===== config.mk =====
export PLATFORM = sky130hd
export DESIGN_NAME = mem_arbiter
export DESIGN_NICKNAME = d
export VERILOG_FILES = /design/src/rtl/mem_arbiter.sv
export SDC_FILE = /design/constraint.sdc
export NUM_CORES = 1
export LEC_CHECK = 0
export CORE_ASPECT_RATIO = 1.25
export CORE_UTILIZATION = 23
export CTS_CLUSTER_DIAMETER = 200
export DETAILED_ROUTE_END_ITERATION = 8
export GPL_ROUTABILITY_DRIVEN = 1
export PLACE_DENSITY = 0.95
export SLEW_MARGIN = 20
export SYNTH_ARGS = -nofsm -noshare
export SYNTH_HDL_FRONTEND = slang
export SYNTH_SLANG_ARGS = --single-unit
export TNS_END_PERCENT = 10

===== constraint.sdc =====
create_clock -name i_clk -period 4.3 [get_ports i_clk]
set_input_delay 0.86 -clock i_clk [delete_from_list [all_inputs] [get_ports i_clk]]
set_output_delay 0.86 -clock i_clk [all_outputs]
set_load 0.02 [all_outputs]

===== src/rtl/mem_arbiter.sv =====
// Single-port memory arbiter: fetch and load/store share one 1-cycle-latency memory.
// Optional grant/conflict statistics counters are enabled by defining MEM_ARB_STATS_EN.
module mem_arbiter #(
  parameter int unsigned p_WORD_LEN     = 16,
  parameter int unsigned p_ADDR_LEN     = 16,
  parameter int unsigned p_STARVE_LIMIT = 4
) (
  input  logic                  i_clk,
  input  logic                  i_rst,
  input  logic                  i_if_req,
  input  logic [p_ADDR_LEN-1:0] i_if_addr,
  output logic                  o_if_gnt,
  output logic                  o_if_rd_valid,
  output logic [p_WORD_LEN-1:0] o_if_rd_data,
  input  logic                  i_d_req,
  input  logic                  i_d_wr_en,
  input  logic [p_ADDR_LEN-1:0] i_d_addr,
  input  logic [p_WORD_LEN-1:0] i_d_wr_data,
  output logic                  o_d_gnt,
  output logic                  o_d_rd_valid,
  output logic [p_WORD_LEN-1:0] o_d_rd_data,
  output logic [p_ADDR_LEN-1:0] o_mem_addr,
  output logic                  o_mem_wr_en,
  output logic [p_WORD_LEN-1:0] o_mem_wr_data,
`ifdef MEM_ARB_STATS_EN
  input  logic [p_WORD_LEN-1:0] i_mem_rd_data,
  output logic [31:0]           o_cnt_if_gnt,
  output logic [31:0]           o_cnt_d_gnt,
  output logic [31:0]           o_cnt_conflict
`else
  input  logic [p_WORD_LEN-1:0] i_mem_rd_data
`endif
);

  typedef enum logic [1:0] {OWN_NONE, OWN_IF, OWN_DATA} owner_e;

  localparam logic [3:0] STARVE_MAX = 4'(p_STARVE_LIMIT);

  owner_e     owner_q, owner_d;
  logic [3:0] starve_q, starve_d;
  logic       force_if;

  // Grant: a starved fetch beats data, otherwise data has priority.
  always_comb begin
    force_if = (starve_q == STARVE_MAX) && i_if_req;
    o_if_gnt = force_if || (i_if_req && !i_d_req);
    o_d_gnt  = i_d_req && !force_if;
  end

  always_comb begin
    o_mem_addr    = '0;
    o_mem_wr_data = '0;
    if (o_d_gnt) begin
      o_mem_addr    = i_d_addr;
      o_mem_wr_data = i_d_wr_data;
    end else if (o_if_gnt) begin
      o_mem_addr = i_if_addr;
    end
    o_mem_wr_en = o_d_gnt && i_d_wr_en;
  end

  always_ff @(posedge i_clk) begin
    if (i_rst) begin
      owner_q  <= OWN_NONE;
      starve_q <= '0;
    end else begin
      owner_q  <= owner_d;
      starve_q <= starve_d;
    end
  end

  always_comb begin
    owner_d = OWN_NONE;
    if (o_if_gnt)
      owner_d = OWN_IF;
    else if (o_d_gnt && !i_d_wr_en)
      owner_d = OWN_DATA;

    starve_d = '0;
    if (i_if_req && !o_if_gnt)
      starve_d = (starve_q == STARVE_MAX) ? STARVE_MAX : starve_q + 4'd1;
  end

  always_comb begin
    o_if_rd_valid = (owner_q == OWN_IF);
    o_d_rd_valid  = (owner_q == OWN_DATA);
    o_if_rd_data  = o_if_rd_valid ? i_mem_rd_data : '0;
    o_d_rd_data   = o_d_rd_valid  ? i_mem_rd_data : '0;
  end

`ifdef MEM_ARB_STATS_EN
  logic [31:0] cnt_if_q, cnt_d_q, cnt_conf_q;

  always_ff @(posedge i_clk) begin
    if (i_rst) begin
      cnt_if_q   <= '0;
      cnt_d_q    <= '0;
      cnt_conf_q <= '0;
    end else begin
      if (o_if_gnt && cnt_if_q != '1)
        cnt_if_q <= cnt_if_q + 32'd1;
      if (o_d_gnt && cnt_d_q != '1)
        cnt_d_q <= cnt_d_q + 32'd1;
      if (i_if_req && i_d_req && cnt_conf_q != '1)
        cnt_conf_q <= cnt_conf_q + 32'd1;
    end
  end

  assign o_cnt_if_gnt   = cnt_if_q;
  assign o_cnt_d_gnt    = cnt_d_q;
  assign o_cnt_conflict = cnt_conf_q;
`endif

endmodule

==> summary.txt <==
Outcome
  – Status: finished, final reports clean

STA
  – Max_slew headroom: 0.390
  – Setup violation total in the final timing report: 0
  – Hold Vio Cnt, Final: 0
  – Tightest Pin Transition: roughly 910 ps
  – Worst clock skew: roughly 0.46 ps
  – Setup_tns: 0 ps
  – RSZ-0062 raised after global routing: no
  – Fin crit share: 0.866
  – Max-slew violation count: 0
  – Max Freq: about 270 MHz
  – Fin crit period: between 3000 and 4000 ps

Route
  – Starting DRC count in detailed routing: 29
  – Final WL: roughly 4100 µm
  – Routed via count: 1316
  – Via density: between 4 and 5
  – # DRC: 0
  – Pre-Repair DR Iteration Count: 4
  – Routed WL per cell: approximately 15 µm
  – Antenna Violating Nets Remaining: 0

Synth
  – Syn Nets: approximately 170
  – Synthesized area: between 700 and 800 µm²
  – Yosys warnings: 0
  – Cells after synthesis: ~100
  – Avg Cell Area, Syn: 7.65 µm²
  – Seq/Total Area, Yosys: 0.152
  – #FFs+latches synth: 6
  – Synth cell types: 21

Placement
  – Inst Count DP: 270
  – Cell Area, Placed: 2160 µm²
  – Detail Placement HPWL: 3380 µm
  – GPL Wtd Cong: slightly above 0.8
  – Port Buf Inserts: between 100 and 150

Clocking
  – Resized Gates After CTS: 0
  – CTS Buf Count: 3
  – CTS tree: built
  – Hold_buf cts: 0
  – Max H-tree Level: 1
  – Clock buffer depth: 2
  – Clock root cell: clkbuf_8
  – Setup Buffers After CTS: 0
  – CTS clk-pin slew, worst paths: about 40 ps
  – Worst skew pair latency: between 200 and 250 ps
  – Clock sinks: 6

Global routing
  – GRT Util Overall: 0.212
  – Total gr overflow: 0
  – Largest net degree at the start of global routing: 21
  – Vias in the first global route: ~1100
  – First-pass GRT wire length: ~5500 µm
  – Initial antenna violation count: 0

Layout
  – Final core utilization: 0.677
  – Fillers: ~250
  – Design area: ~2200 µm²
  – Most common cell after layout, fill and taps aside: clkdlybuf4s50_1
  – Final Instance Count excl. Fillers: about 270
  – Ant. Diodes: 0
  – Commonest cells after routing, fill and taps aside: 137 x clkdlybuf4s50_1, 32 x and2_1, 17 x and3_1
  – Net count reported at finish: between 300 and 400
  – Layout cells sized above 1: 0.0297
  – Area delta synth->final: 179%

Worst hold path
  – Min-Delay Path Class: flip-flop to flip-flop

Power and ir drop
  – Part of the power in registers: 0.169
  – Power share of the combinational group: 0.583
  – Power density over cell area: approximately 160 nW/µm²
  – Final Power: 343 µW
  – Internal power: 237 µW
  – VDD IR max: 0.165 mV
  – Leakage power: roughly 0.00088 µW
  – Sw frac: 0.308
  – NetSw: between 100 and 150 µW
  – Clock power share: 0.248

Worst setup path
  – Crit path launch type: input port
  – Reg2reg start: starve_q[0]
  – Kind of critical path: input port to primary output
  – Crit Path Max Fanout: 20
  – R2R depth: 5
  – Req. time, crit path: 3440 ps
  – Crit end category: primary output
  – Arrival time worst endpoint: between 2000 and 3000 ps
  – CP Launch Point: i_d_req
  – R2r setup slk: 2790 ps
  – RR Endpoint: owner_q[1]
  – Worst setup path end: o_mem_addr[13]

Die
  – Die ar.: 3670 µm²
  – Die height: between 60 and 70 µm
  – Initial Util: 0.242
  – Row count: 23
  – Core Area: 3250 µm²
  – IO Count: about 140
  – Width of the die: around 54 µm

Run
  – Maxcap violations: 0
-- worst max-delay path, stage by stage --
cell	delay (ps)
clkdlybuf4s50_1	780
and2_4	370
a22o_1	230
clkdlybuf4s50_1	620
-- cells by family (layout without fill, tap and decap cells) --
| family | count (synthesis) | count (layout) | synth area share |
|---|---|---|---|
| compound gates | 18 | 18 | 0.198 |
| simple gates | 64 | 64 | 0.521 |
| fa+ha+maj | 2 | 2 | 0.0317 |
| flops | 6 | 6 | 0.152 |
| xor+xnor | 1 | 1 | 0.0111 |
| buf+inv | 12 | 145 | 0.0857 |
-- per-stage QoR --
step | hold WS [ps] | setup WS [ps]
floorplan | 430 | 1680
global placement | 449 | 644
detailed placement | 459 | 621
CTS | 468 | 603
global route | 488 | 503
finish | 464 | 574
-- state kept, by name, summed over array words and instances (netlist names) --
name and flops:
starve_q 4, owner_q 2
-- synthesized netlist by cell type --
master / number / area [µm²]
buf_6: 3 / 33.8
nand2_1: 1 / 3.75
nor3b_1: 1 / 7.51
inv_1: 4 / 15.0
nor3_1: 1 / 5.00
a22o_1: 16 / 140
and3_1: 17 / 106
clkbuf_1: 5 / 18.8
xnor2_1: 1 / 8.76
nand3b_1: 1 / 7.51
nor2_1: 4 / 15.0
nand4b_1: 1 / 8.76
nand3_1: 1 / 5.00
dfxtp_1: 6 / 120
nand4b_4: 1 / 23.8
nor2b_1: 3 / 18.8
a21boi_2: 1 / 11.3
a21oi_1: 1 / 5.00
and2_4: 1 / 8.76
and2_1: 32 / 200
ha_1: 2 / 25.0
-- how the worst min path moves through the flow --
| stage | startpoint | to | slack (ps) | cells past startpoint |
|---|---|---|---|---|
| after global routing | starve_q[0] | starve_q[0] | 490 | 1 |
| after global placement | starve_q[0] | starve_q[0] | 450 | 1 |
| final | starve_q[0] | starve_q[0] | 460 | 1 |
| after detailed placement | starve_q[0] | starve_q[0] | 460 | 1 |
| after floorplan | starve_q[0] | starve_q[0] | 430 | 1 |
| after CTS | starve_q[0] | starve_q[0] | 470 | 1 |
-- per-layer routing --
metal | wire [µm] | track usage | up-vias
li1 | - | - | 629
met1 | 1440 | 0.222 | 572
met2 | 1980 | 0.386 | 110
met3 | 696 | 0.101 | 5
met4 | 16 | 0.0192 | 0
met5 | 0 | 0 | -
-- power by group through the flow --
stage / combinational (µW) / clock [µW] / sequential [µW]
after global placement: 198 / 0 / 58.8
after floorplan: 75.2 / 0 / 58.7
after detailed placement: 199 / 0 / 58.9
after global routing: 210 / 88.5 / 58.1
after CTS: 201 / 85.6 / 58.0
final: 200 / 84.9 / 58.0
-- cell type report --
cell class | instances | area [µm²] | share of cell area
inverter | 4 | 15.0 | 0.00682
clock buffer | 3 | 41.3 | 0.0188
sequential | 6 | 120 | 0.0545
timing repair buffer | 138 | 1380 | 0.626
tap | 37 | 46.3 | 0.0210
multi-input combinational | 85 | 601 | 0.273
No activity file was read; power rests on OpenSTA's default activity.
